**src/rtl/ocx_tlx_err_pkg.sv**
```systemverilog
// Shared definitions for the TLX receive error reporting path.
// Latency: n/a (constants and types only).
// Backpressure: n/a.
package ocx_tlx_err_pkg;

  // Error codes carried in the low nibble of a source's info word
  localparam logic [3:0] ERR_COMB_BAD           = 4'h1;
  localparam logic [3:0] ERR_BAD_TEMPLATE0      = 4'h2;
  localparam logic [3:0] ERR_RESV_TEMPLATE      = 4'h3;
  localparam logic [3:0] ERR_FLIT_OVERRUN       = 4'h4;
  localparam logic [3:0] ERR_RESV_OPCODE        = 4'h5;
  localparam logic [3:0] ERR_INVALID_CREDIT     = 4'h6;
  localparam logic [3:0] ERR_INVALID_RUN_LENGTH = 4'h7;

  // Default geometry of the error reporting interface
  localparam int DEF_INFO_W  = 32;
  localparam int DEF_NUM_SRC = 4;

  // Source index assignment on the arbiter inputs
  localparam int SRC_PARSER   = 0;
  localparam int SRC_DATA_BUF = 1;
  localparam int SRC_CREDIT   = 2;
  localparam int SRC_SPARE    = 3;

  // Output stage holding register state
  typedef enum logic {
    ST_EMPTY = 1'b0,
    ST_FULL  = 1'b1
  } out_state_t;

endpackage

```
**src/rtl/ocx_tlx_rr_arb.sv**
```systemverilog
// Round-robin arbiter: one-hot grant and encoded index among requesters.
// Latency: grant is combinational; pointer moves on the clock edge of an advance.
// Backpressure: pointer only advances when i_adv is high and some request is present.
module ocx_tlx_rr_arb #(
  parameter int NUM_SRC = 4,
  parameter int SRC_W   = 2
) (
  input  logic               i_clk,
  input  logic               i_rst_n,
  input  logic [NUM_SRC-1:0] i_req,
  input  logic               i_adv,
  output logic [NUM_SRC-1:0] o_gnt,
  output logic [SRC_W-1:0]   o_idx,
  output logic               o_vld
);

  logic [SRC_W-1:0] r_ptr;
  logic [SRC_W-1:0] w_cand;

  // Search requesters starting at the pointer, first hit wins
  always_comb begin
    o_gnt  = '0;
    o_idx  = '0;
    o_vld  = 1'b0;
    w_cand = '0;
    for (int k = 0; k < NUM_SRC; k++) begin
      w_cand = SRC_W'((int'(r_ptr) + k) % NUM_SRC);
      if (!o_vld && i_req[w_cand]) begin
        o_vld         = 1'b1;
        o_gnt[w_cand] = 1'b1;
        o_idx         = w_cand;
      end
    end
  end

  // Move the pointer just past the winner, wrapping at NUM_SRC
  always_ff @(posedge i_clk or negedge i_rst_n) begin
    if (!i_rst_n) begin
      r_ptr <= '0;
    end else if (i_adv && o_vld) begin
      r_ptr <= (int'(o_idx) == NUM_SRC - 1) ? '0 : o_idx + SRC_W'(1);
    end
  end

endmodule

```
**src/rtl/ocx_tlx_rcv_err_arb.sv**
```systemverilog
// Sequences TLX receive error reports from several sources onto one registered report port.
// Latency: source pulse at N -> slot full at N+1 -> err_out_valid at N+2 when uncontended.
// Backpressure: err_out_* held while err_out_ready=0; a report arriving at a busy slot is dropped and flagged.
module ocx_tlx_rcv_err_arb
  import ocx_tlx_err_pkg::*;
#(
  parameter int NUM_SRC = DEF_NUM_SRC,
  parameter int INFO_W  = DEF_INFO_W,
  parameter int SRC_W   = 2,
  parameter int CNT_W   = 8
) (
  input  logic                      tlx_clk,
  input  logic                      reset_n,
  input  logic [NUM_SRC-1:0]        src_err_valid,
  input  logic [NUM_SRC*INFO_W-1:0] src_err_info,
  input  logic [NUM_SRC-1:0]        src_err_fatal,
  output logic                      err_out_valid,
  input  logic                      err_out_ready,
  output logic [INFO_W-1:0]         err_out_info,
  output logic [SRC_W-1:0]          err_out_src,
  output logic                      err_out_fatal,
  output logic                      first_err_valid,
  output logic [INFO_W-1:0]         first_err_info,
  output logic [SRC_W-1:0]          first_err_src,
  output logic                      fatal_latched,
  output logic [NUM_SRC-1:0]        err_overflow,
  output logic [CNT_W-1:0]          err_count,
  input  logic                      err_clear
);

  logic [NUM_SRC-1:0] r_slot_full;
  logic [NUM_SRC-1:0] r_slot_fatal;
  logic [INFO_W-1:0]  r_slot_info [NUM_SRC];

  out_state_t         r_state;
  logic               r_out_valid;
  logic [INFO_W-1:0]  r_out_info;
  logic [SRC_W-1:0]   r_out_src;
  logic               r_out_fatal;

  logic               r_first_vld;
  logic [INFO_W-1:0]  r_first_info;
  logic [SRC_W-1:0]   r_first_src;
  logic               r_fatal_lat;
  logic [NUM_SRC-1:0] r_ovf;
  logic [CNT_W-1:0]   r_cnt;

  logic               w_grant_en;
  logic               w_any_full;
  logic               w_grant;
  logic [NUM_SRC-1:0] w_gnt;
  logic [SRC_W-1:0]   w_gnt_idx;
  logic [NUM_SRC-1:0] w_take;
  logic [NUM_SRC-1:0] w_ovf_set;
  logic [CNT_W-1:0]   w_cnt_base;

  // The output register can take a new report when empty or being drained this cycle
  assign w_grant_en = (r_state == ST_EMPTY) || err_out_ready;
  assign w_grant    = w_grant_en && w_any_full;
  assign w_take     = w_gnt & {NUM_SRC{w_grant}};
  assign w_ovf_set  = src_err_valid & r_slot_full & ~w_take;
  assign w_cnt_base = err_clear ? '0 : r_cnt;

  ocx_tlx_rr_arb #(
    .NUM_SRC (NUM_SRC),
    .SRC_W   (SRC_W)
  ) u_arb (
    .i_clk   (tlx_clk),
    .i_rst_n (reset_n),
    .i_req   (r_slot_full),
    .i_adv   (w_grant_en),
    .o_gnt   (w_gnt),
    .o_idx   (w_gnt_idx),
    .o_vld   (w_any_full)
  );

  // Per-source pending slot: refill when empty or when its report leaves this cycle
  always_ff @(posedge tlx_clk or negedge reset_n) begin
    if (!reset_n) begin
      r_slot_full  <= '0;
      r_slot_fatal <= '0;
      for (int i = 0; i < NUM_SRC; i++) r_slot_info[i] <= '0;
    end else begin
      for (int i = 0; i < NUM_SRC; i++) begin
        if (src_err_valid[i] && (!r_slot_full[i] || w_take[i])) begin
          r_slot_full[i]  <= 1'b1;
          r_slot_fatal[i] <= src_err_fatal[i];
          r_slot_info[i]  <= src_err_info[i*INFO_W +: INFO_W];
        end else if (w_take[i]) begin
          r_slot_full[i]  <= 1'b0;
        end
      end
    end
  end

  // Output stage FSM: load on grant, hold under backpressure, re-grant back-to-back
  always_ff @(posedge tlx_clk or negedge reset_n) begin
    if (!reset_n) begin
      r_state     <= ST_EMPTY;
      r_out_valid <= 1'b0;
      r_out_info  <= '0;
      r_out_src   <= '0;
      r_out_fatal <= 1'b0;
    end else begin
      case (r_state)
        ST_EMPTY: begin
          if (w_grant) begin
            r_state     <= ST_FULL;
            r_out_valid <= 1'b1;
            r_out_info  <= r_slot_info[w_gnt_idx];
            r_out_src   <= w_gnt_idx;
            r_out_fatal <= r_slot_fatal[w_gnt_idx];
          end
        end
        ST_FULL: begin
          if (w_grant) begin
            r_out_info  <= r_slot_info[w_gnt_idx];
            r_out_src   <= w_gnt_idx;
            r_out_fatal <= r_slot_fatal[w_gnt_idx];
          end else if (err_out_ready) begin
            r_state     <= ST_EMPTY;
            r_out_valid <= 1'b0;
          end
        end
      endcase
    end
  end

  // Firmware-visible status; a grant in the same cycle as a clear survives the clear
  always_ff @(posedge tlx_clk or negedge reset_n) begin
    if (!reset_n) begin
      r_first_vld  <= 1'b0;
      r_first_info <= '0;
      r_first_src  <= '0;
      r_fatal_lat  <= 1'b0;
      r_ovf        <= '0;
      r_cnt        <= '0;
    end else begin
      r_ovf <= (err_clear ? '0 : r_ovf) | w_ovf_set;
      if (w_grant) begin
        r_cnt <= (&w_cnt_base) ? w_cnt_base : w_cnt_base + CNT_W'(1);
      end else begin
        r_cnt <= w_cnt_base;
      end
      if (w_grant && r_slot_fatal[w_gnt_idx]) r_fatal_lat <= 1'b1;
      if (w_grant && (!r_first_vld || err_clear)) begin
        r_first_vld  <= 1'b1;
        r_first_info <= r_slot_info[w_gnt_idx];
        r_first_src  <= w_gnt_idx;
      end else if (err_clear) begin
        r_first_vld  <= 1'b0;
        r_first_info <= '0;
        r_first_src  <= '0;
      end
    end
  end

  assign err_out_valid   = r_out_valid;
  assign err_out_info    = r_out_info;
  assign err_out_src     = r_out_src;
  assign err_out_fatal   = r_out_fatal;
  assign first_err_valid = r_first_vld;
  assign first_err_info  = r_first_info;
  assign first_err_src   = r_first_src;
  assign fatal_latched   = r_fatal_lat;
  assign err_overflow    = r_ovf;
  assign err_count       = r_cnt;

endmodule

```
**config.mk**
```make
export PLATFORM = sky130hd
export DESIGN_NAME = ocx_tlx_rcv_err_arb
export DESIGN_NICKNAME = d
export VERILOG_FILES = /design/src/rtl/ocx_tlx_err_pkg.sv /design/src/rtl/ocx_tlx_rr_arb.sv /design/src/rtl/ocx_tlx_rcv_err_arb.sv
export SDC_FILE = /design/constraint.sdc
export NUM_CORES = 1
export LEC_CHECK = 0
export CORE_MARGIN = 2
export CORE_UTILIZATION = 48
export CTS_BUF_LIST = sky130_fd_sc_hd__clkbuf_8
export DETAILED_ROUTE_END_ITERATION = 8
export PLACE_DENSITY = 0.77
export RECOVER_POWER = 100
export SYNTH_ARGS = -nofsm -noshare
export SYNTH_HDL_FRONTEND = slang
export SYNTH_HIERARCHICAL = 1
export SYNTH_SLANG_ARGS = --single-unit
```
**constraint.sdc**
```tcl
create_clock -name tlx_clk -period 3.4 [get_ports tlx_clk]
set_clock_uncertainty 0.05 [all_clocks]
set_input_delay 0.34 -clock tlx_clk [delete_from_list [all_inputs] [get_ports tlx_clk]]
set_output_delay 0.34 -clock tlx_clk [all_outputs]
set_load 0.02 [all_outputs]
```
==> results of run 1 <==
[registers in the layout (all words and copies together), names as in the netlist, named ones only]
register / flops
err_out_fatal: 1
r_slot_info: 128
err_out_info: 32
first_err_valid: 1
err_overflow: 4
u_arb/r_ptr: 1
r_slot_fatal: 4
first_err_src: 2
err_out_src: 2
err_out_valid: 1
r_state: 1
first_err_info: 32
fatal_latched: 1
err_count: 8
r_slot_full: 4
[worst min path at each step]
stage	startpoint	end	slack [ns]
4_1_cts	err_clear	err_count[6]	0.26
3_3_place_gp	reset_n	r_slot_info[19]	0.33
2_1_floorplan	reset_n	err_count[0]	-0.006
3_5_place_dp	reset_n	r_slot_info[83]	0.32
5_1_grt	err_clear	err_count[6]	0.30
6_report	err_clear	err_count[6]	0.27
[cells by family (layout without fill, tap and decap cells)]
logic type | Yosys count | count (layout)
compound gates | 39 | 39
xor+xnor | 2 | 2
fa+ha+maj | 7 | 7
buf+inv | 53 | 329
flops | 223 | 223
mux | 210 | 210
simple gates | 192 | 192
[metrics by stage]
| stage | area [µm²] | std cells | worst slack, ns | utilization | hold WS, ns |
|---|---|---|---|---|---|
| 2_1_floorplan | 10380 | 726 | 0.2252 | - | -0.005591 |
| 3_3_place_gp | 12900 | 1209 | 0.3405 | 0.6116 | 0.3271 |
| 3_5_place_dp | 12900 | 1209 | 0.2461 | 0.6116 | 0.3236 |
| 4_1_cts | 13690 | 1277 | 0.2069 | 0.6493 | 0.2583 |
| 5_1_grt | 13430 | 1277 | 0.02782 | 0.6371 | 0.3006 |
| 6_report | 13430 | 1277 | 0.1892 | 0.6371 | 0.2688 |
[report_power, final]
| group | internal (mW) | leakage, nW | switching [mW] |
|---|---|---|---|
| clock | 1.35 | 0.439 | 1.08 |
| sequential | 3.89 | 2.69 | 0.668 |
| combinational | 3.16 | 2.95 | 2.62 |
| total | 8.40 | 6.09 | 4.37 |
[final cells by class]
type / instances / area, µm² / share of cell area
Timing Repair Buffer: 253 / 2540 / 0.1891
Tap cell: 275 / 344.1 / 0.02561
Clock inverter: 19 / 123.9 / 0.009220
Inverter: 9 / 33.78 / 0.002515
Multi-Input combinational cell: 450 / 4151 / 0.3090
Sequential cell: 223 / 5580 / 0.4154
Clock buffer: 48 / 660.6 / 0.04918
[layer usage]
metal / routed length, µm / share of wire / vias to the layer above / track usage
li1: - / - / 3066 / -
met1: 10620 / 0.41 / 3440 / 0.2992
met2: 12440 / 0.48 / 239 / 0.3761
met3: 2068 / 0.080 / 46 / 0.06777
met4: 599 / 0.023 / 2 / 0.07103
met5: 12 / 0.00047 / - / 0
[cell usage in the layout, fill, tap and decap left out, types with 9 or more instances in the layout]
master | Yosys | final
dfrtp_1 | 223 | 223
clkdlybuf4s50_1 | 0 | 137
nand2_1 | 113 | 112
mux2_2 | 108 | 108
dlygate4sd3_1 | 0 | 85
mux2_1 | 1 | 55
clkbuf_8 | 0 | 48
nor2b_1 | 40 | 40
mux4_2 | 37 | 37
inv_1 | 9 | 19
buf_4 | 4 | 12
nor2_1 | 9 | 9
==> impl_results.md, run 1 <==
- Gpl congestion: 0.8735
- CP Buf/Inv Count: 2
- Main area contributors after synthesis: dfrtp_1 54%, mux2_2 12%, mux2_4 8.7%
- Top cells by count, synth: 223 x dfrtp_1, 113 x nand2_1, 108 x mux2_2
- Synth top area share: 0.5379
- Most numerous cell in the Yosys netlist: dfrtp_1
- GRT Resource Usage Total: 0.2304
- Vias in the first global route: 7310
- Failing checks: max-capacitance violations, max-slew violations
- Worst slew pin tran: 2.161 ns
- Placement row count: 53
- Post-synth top flop: dfrtp_1
- Critical Path Start: u_arb/r_ptr[1]
- Setup repair after global routing missed its margin: false
- Layout cells sized above 1: 0.2555
- Final Max Tran Viols: 83
- Warnings, synthesis: 6
- FF-to-FF Start: u_arb/r_ptr[1]
- Critical Path Start Type: flop
- Via/cell ratio: 5.319
- Initial antenna violation count: 1
- Antenna cell count: 0
- Endpoints failing hold: 0
- Fillers: 1676
- Async SR Flop Fraction: 1.000
- Post-CTS Setup Bufs: 0
- VDD IR-drop max: 0.5219 mV
- Period utilization: 0.9444
- Synth Area in XOR/XNOR: 0.001688
- Clk_lat worst skew: 0.53 ns
- Synth Register Bits: 223
- CTS resizes: 0
- Die area: 22810 µm²
- Cell count along the critical path: 9
- Total power: 12.77 mW
- Synthesized area: 10370 µm²
- Clock buffer count from CTS: 38
- Gr ovfl total: 0
- Main combinational cell family by area after synthesis: multiplexers
- Worst path top cell family by delay: multiplexers
- Core area: 21090 µm²
- First-pass GRT wire length: 39850 µm
- Pin count of the biggest net entering global routing: 84
- Post-synth EDFFs: 0
- Ports: 224
- Die Wd: 151.0 µm
- Clk buf depth: 3
- Remaining DRCs: 0
- Hold Buf Count CTS: 1
- Initial drt markers: 273
- Max frequency: 311.4 MHz
- CTS tree: yes
- Capturing point of the worst reg2reg path: r_slot_info[91]
- DR WL/cell: 20.16 µm
- Hold Crit Class: input pin to flop
- Most frequent CP cell: nand2b_1
- Yosys top cell by area: dfrtp_1
- Final setup fails: 0
- Seq/Total Area, Yosys: 0.5379
- Max-cap viol count: 1
- CTS Sinks: 223
- Worst R2R Setup Slack: 0.19 ns
- Fin crit period: 3.211 ns
- H-tree depth: 2
- Die H: 151.0 µm
- Nets: 1122
- Synth Area in Compound Gates: 0.03051
- Post-synthesis adder-cell area fraction: 0.008442
- Synth-to-Final Area Change: 29.49%
- Data required, critical path: 3.77 ns
- Post-Syn Area per Cell: 14.29 µm²
- Hold-critical path depth: 2
- P_leak: 6.089 nW
- CP Cell Sequence: inv_1, ha_1, mux4_2, nor3_2, nand2b_1, a31oi_1, nand2b_1, clkbuf_4, mux2_2
- Worst-path clk slew: 0.06 ns
- Peak fanout along the critical path: 9
- Critical path's slowest cell: mux4_2
- Setup TNS: 0 ns
- Synth Instances: 726
- Critical Path AT: 3.58 ns
- PortBufs: 223
- Multiplexer area fraction after synthesis: 0.2893
- DRT Wirelength: 25740 µm
- Initial Util: 0.4920
- Syn nets: 873
- Simple-gate share of the synthesized area: 0.09069
- Max stage delay on crit path: 0.46 ns
- PwrDens: 950.6 nW/µm²
- Root Buffer: clkbuf_8
- Reg2Reg Depth: 9
- Status: finished, violations left
- CP Capture Point: r_slot_info[91]
- Post-DP HPWL: 17570 µm
- Remaining antenna violation count: 0
- Synth unique cells: 54
- Initial DRT Pass Iterations: 4
- CP Class: flop to flop
- Worst slew margin: -0.4405
- CP endpoint kind: flop
- Vias: 6793
No activity file was read; power rests on OpenSTA's default activity.
==> run 2: changes to the inputs <==
Settings changed: CORE_UTILIZATION 48 to 47, PLACE_DENSITY 0.77 to 0.76, SYNTH_HIERARCHICAL 1 to unset.
==> run 2 against run 1 <==
The flow still finishes with violations (max-capacitance violations, max-slew violations); setup slack improved by 0.068 ns; combinational power about the same; sequential share of layout area increased by 1.2 points; global-route usage up 1.0 points; final area is 2.8% lower; die area is 1.6% lower; clock power down 12%; total power down 1.5%; synthesized area decreased by 3.7%; clock-buffer cell count shrank 5; critical path depth is 1 lower; sequential cell count stayed put; critical path type unchanged.
==> impl_results.md, run 2 <==
- Status: finished, violations left
- Failing checks: max-capacitance violations, max-slew violations
- H-tree depth: 2
- DRT Wirelength: 26230 µm
- CP Cell Sequence: inv_1, ha_1, mux4_2, a221o_1, a221oi_1, nand2b_2, clkbuf_2, mux2_1
- Hold slack: 0.3614 ns
- FF-to-FF Start: u_arb.r_ptr[0]
- Data required, critical path: 3.74 ns
- Die H: 149.8 µm
- Remaining DRCs: 0
- GRT Resource Usage Total: 0.2406
- Top cells by count, synth: 223 x dfrtp_1, 102 x mux2_1, 81 x nand2_1
- Synth Instances: 735
- Via/cell ratio: 5.564
- Ports: 224
- Synth Register Bits: 223
- Endpoints failing hold: 0
- Post-DP HPWL: 17920 µm
- Nets: 1125
- Die Wd: 149.8 µm
- Yosys top cell by area: dfrtp_1
- Initial Util: 0.4767
- Placement row count: 53
- Pin count of the biggest net entering global routing: 102
- Initial antenna violation count: 1
- Worst slew pin tran: 2.501 ns
- Clock buffer count from CTS: 38
- Synth top area share: 0.5587
- Hold-critical path depth: 2
- Period utilization: 0.9242
- Setup repair after global routing missed its margin: false
- Async SR Flop Fraction: 1.000
- Post-Syn Area per Cell: 13.59 µm²
- Clk buf depth: 3
- Hold Crit Class: input pin to flop
- Worst R2R Setup Slack: 0.26 ns
- P_leak: 5.912 nW
- Most numerous cell in the Yosys netlist: dfrtp_1
- Critical Path AT: 3.48 ns
- Post-synth EDFFs: 0
- Gpl congestion: 0.8646
- PwrDens: 964.2 nW/µm²
- Remaining antenna violation count: 0
- Fin crit period: 3.142 ns
- Clk_lat worst skew: 0.51 ns
- CTS Sinks: 223
- Root Buffer: clkbuf_8
- CP endpoint kind: flop
- Synth-to-Final Area Change: 30.67%
- Vias: 7066
- Critical Path Start Type: flop
- Die area: 22430 µm²
- Synth unique cells: 51
- Critical path's slowest cell: ha_1
- Warnings, synthesis: 0
- DR WL/cell: 20.66 µm
- Min-delay src: src_err_info[34]
- Seq/Total Area, Yosys: 0.5587
- Main area contributors after synthesis: dfrtp_1 56%, mux2_1 11%, mux2i_1 7.1%
- Worst slew margin: -0.6670
- Worst-path clk slew: 0.06 ns
- Synthesized area: 9988 µm²
- Max stage delay on crit path: 0.42 ns
- VDD IR-drop max: 0.5312 mV
- Gr ovfl total: 0
- Initial drt markers: 449
- CTS resizes: 0
- Most common cell after layout, fill and taps aside: dfrtp_1
- CP Class: flop to flop
- Initial DRT Pass Iterations: 5
- Max frequency: 318.2 MHz
- Largest register FFs: 128
- Layout cells sized above 1: 0.09557
- Hold worst-path end: r_slot_info[66]
- Total power: 12.58 mW
- Core area: 20960 µm²
- Most flop-heavy register: r_slot_info
- Final Max Tran Viols: 102
- Setup TNS: 0 ns
- Final setup fails: 0
- PortBufs: 223
- Capturing point of the worst reg2reg path: r_slot_info[55]
- Reg2Reg Depth: 8
- Most frequent cells in the layout: 223 x dfrtp_1, 138 x clkdlybuf4s50_1, 127 x mux2_1
- Syn nets: 884
- Peak fanout along the critical path: 8
- CTS tree: yes
- Vias in the first global route: 7410
- Max-cap viol count: 1
- Post-synth top flop: dfrtp_1
- First-pass GRT wire length: 41360 µm
==> run 2: layout make-up <==
type                       instances  area, µm²
multi-input combinational        449       3908
antenna                            1      2.502
timing repair buffer             251       2515
fill                            1690       7904
clock buffer                      43      591.8
tap                              275      344.1
clock inverter                    15      61.31
sequential                       223       5580
inverter                          13      48.80
==> run 2: where the power goes <==
group | total [mW] | leakage [nW] | internal [mW] | switching [mW]
Sequential | 4.66 | 2.69 | 3.92 | 0.739
Clock | 2.15 | 0.382 | 1.14 | 1.01
Combinational | 5.78 | 2.84 | 2.73 | 3.04
Total | 12.6 | 5.91 | 7.79 | 4.79
==> run 2: metrics by stage <==
step | utilization | instance area [µm²] | instances | setup slack (ns)
5_1_grt | 0.6227 | 13050 | 1269 | 0.1235
6_report | 0.6228 | 13050 | 1270 | 0.2577
3_3_place_gp | 0.5984 | 12540 | 1210 | 0.4852
2_1_floorplan | - | 9988 | 735 | 0.2633
3_5_place_dp | 0.5984 | 12540 | 1210 | 0.4092
4_1_cts | 0.6300 | 13200 | 1269 | 0.3901
==> run 2: logic make-up after synthesis <==
family / share of synthesized area
adder cells (fa/ha/maj): 0.01127
flip-flops: 0.5587
XOR/XNOR: 0.005262
AND/OR/NAND/NOR: 0.05649
buffers and inverters: 0.04071
multiplexers: 0.2403
AO/OA/AOI/OAI: 0.08731
==> run 2: per-layer routing <==
layer / up-vias / global-route usage / part of all wire
met1: 3588 / 0.3354 / 0.44
met3: 61 / 0.03780 / 0.046
met4: 0 / 0.09151 / 0.033
met2: 235 / 0.3821 / 0.48
met5: - / 0 / 0
li1: 3182 / - / -
==> run 2: how the worst max path moves through the flow <==
stage / end / slack (ns) / from / depth (start not counted)
global route: r_slot_info[55] / 0.12 / u_arb.r_ptr[0] / 8
global placement: r_slot_info[7] / 0.49 / u_arb.r_ptr[0] / 8
floorplan: r_slot_fatal[2] / 0.26 / u_arb.r_ptr[0] / 10
detailed placement: r_slot_info[80] / 0.41 / u_arb.r_ptr[0] / 8
finish: r_slot_info[55] / 0.26 / u_arb.r_ptr[0] / 8
CTS: r_slot_info[80] / 0.39 / u_arb.r_ptr[0] / 8
==> run 2: critical path: cells and delay by family, from the launching register on <==
kind / cells / cell delay, ns
mux: 2 / 0.77
compound gates: 2 / 0.75
buf+inv: 2 / 0.44
fa+ha+maj: 1 / 0.42
flops: 1 / 0.35
simple gates: 1 / 0.23
==> run 2: repair_timing <==
action | in CTS | in global routing
hold endpoints to repair | 96 | 0
hold buffers | 1 | 0
setup endpoints to repair | 0 | 0
buffers inserted | 0 | 0
==> run 3: changes to the inputs <==
Settings changed: REMOVE_ABC_BUFFERS set to 1, TNS_END_PERCENT set to 1.
==> run 3 against run 2 <==
Combinational power grew 1%; sequential power is essentially flat; clock-buffer cell count grew 7; hold slack lost 0.0075 ns; core utilization grew 0.95 points; critical path type unchanged; critical endpoint is now r_slot_info[56]; the run still ends with max-capacitance violations, max-slew violations left; die area is the same; final area grew 1.5%.
==> impl_results.md, run 3 (synthesis gave the netlist of run 2 again) <==
- FF/Latch Area: 5580 µm²
- Max frequency: 326.5 MHz
- H-tree depth: 2
- CP endpoint kind: flop
- Die H: 149.8 µm
- VDD IR-drop max: 0.6484 mV
- Placement Cell Area: 12630 µm²
- GRT Resource Usage Total: 0.2404
- Final setup fails: 0
- Period utilization: 0.9007
- CTS Sinks: 223
- Critical Path AT: 3.40 ns
- Placement row count: 53
- Final core utilization: 0.6323
- Most common cell after layout, fill and taps aside: dfrtp_1
- Initial drt markers: 292
- Worst slew pin tran: 2.374 ns
- Gr ovfl total: 0
- Final Instance Count excl. Fillers: 1282
- Most frequent cells in the layout: 223 x dfrtp_1, 138 x clkdlybuf4s50_1, 129 x mux2_1
- Via/cell ratio: 5.533
- Fillers: 1676
- First-pass GRT wire length: 41610 µm
- Status: finished, violations left
- Final instance area: 13250 µm²
- Post-DP HPWL: 18290 µm
- Final Max Tran Viols: 106
- Initial Util: 0.4767
- PortBufs: 223
- Die Wd: 149.8 µm
- Placed instance count: 1212
- Remaining DRCs: 0
- Vias in the first global route: 7531
- Layout cells sized above 1: 0.1044
- Core area: 20960 µm²
- Largest register FFs: 128
- Vias: 7093
- Max-cap viol count: 1
- Endpoints failing hold: 0
- Worst slew margin: -0.5825
- CTS tree: yes
- Worst-path clk slew: 0.06 ns
- CP Class: flop to flop
- PwrDens: 972.2 nW/µm²
- Hold Crit Class: input pin to flop
- Most flop-heavy register: r_slot_info
- CTS resizes: 0
- Peak fanout along the critical path: 24
- Pin count of the biggest net entering global routing: 107
- Remaining antenna violation count: 0
- Clk buf depth: 3
- Clk_lat worst skew: 0.52 ns
- Fin crit period: 3.063 ns
- DR WL/cell: 20.79 µm
- DRT Wirelength: 26660 µm
- Setup TNS: 0 ns
- Post-CTS Setup Bufs: 0
- Multi-input logic area: 3919 µm²
- P_leak: 6.018 nW
- Setup repair after global routing missed its margin: false
- Die area: 22430 µm²
- Clock buffer count from CTS: 38
- Synth-to-Final Area Change: 32.66%
- Data required, critical path: 3.74 ns
- Ports: 224
- Initial antenna violation count: 0
- Nets: 1127
- Gpl congestion: 0.8745
- Root Buffer: clkbuf_8
- Critical Path Start Type: flop
- Initial DRT Pass Iterations: 4
- Failing checks: max-capacitance violations, max-slew violations
-- run 3: cell types whose count changed in the layout (fill, tap and decap cells not counted), moves of 2 or more --
cell      delta
clkbuf_8     +7
nand2_1      -2
buf_4        -5
inv_1        +3
buf_12       +5
mux2_4       -2
mux2_1       +2
-- run 3: final cells by class --
cell class                      count  share of cell area
Antenna cell                        1           0.0001889
Multi-Input combinational cell    449              0.2958
Clock buffer                       50             0.05194
Tap cell                          275             0.02597
Inverter                           13            0.003683
Sequential cell                   223              0.4212
Timing Repair Buffer              253              0.1958
Clock inverter                     18            0.005477
-- run 3: routing by layer --
layer	global-route usage	share of wire
met1	0.3187	0.43
met2	0.3844	0.47
met3	0.05793	0.071
met4	0.09245	0.031
met5	0	0
-- run 3: metrics by stage --
step / setup slack, ns / total power [mW] / hold WS [ns]
6_report: 0.3375 / 12.88 / 0.3539
5_1_grt: 0.1627 / 13.66 / 0.3421
2_1_floorplan: -1.071 / 8.366 / -0.005591
4_1_cts: 0.3864 / 13.38 / 0.3262
3_5_place_dp: 0.4109 / 10.96 / 0.3985
3_3_place_gp: 0.4930 / 10.77 / 0.3965
-- run 3: power breakdown --
group	switching, mW	internal [mW]
sequential	0.738	3.92
combinational	3.07	2.78
clock	1.06	1.31
total	4.87	8.01
-- run 3: path summary, 6_finish.rpt --
| path | from | end | slack (ns) | cells past startpoint |
|---|---|---|---|---|
| worst min-delay path | src_err_info[127] | r_slot_info[31] | 0.35 | 2 |
| max in group asynchronous | reset_n | first_err_info[21] | 0.76 | 3 |
| min in group asynchronous | reset_n | r_slot_info[15] | 1.04 | 2 |
| worst max register to register | r_slot_full[3] | r_slot_info[56] | 0.34 | 8 |
| worst min register to register | r_state | err_out_valid | 0.42 | 1 |
| worst max-delay path | r_slot_full[3] | r_slot_info[56] | 0.34 | 8 |
-- run 3: critical path, stage by stage, from the launching register on --
cell and delay, ns:
dfrtp_1 0.49, or4_1 0.64, nand2_2 0.19, buf_4 0.24, a21oi_1 0.08, a221oi_2 0.38
nand2b_2 0.20, buf_6 0.28, mux2_1 0.37
-- run 3: timing repair --
action | 4_1_cts | 5_1_grt
setup endpoints to repair | 0 | 0
hold endpoints to repair | 103 | 0
hold buffers | 1 | 0
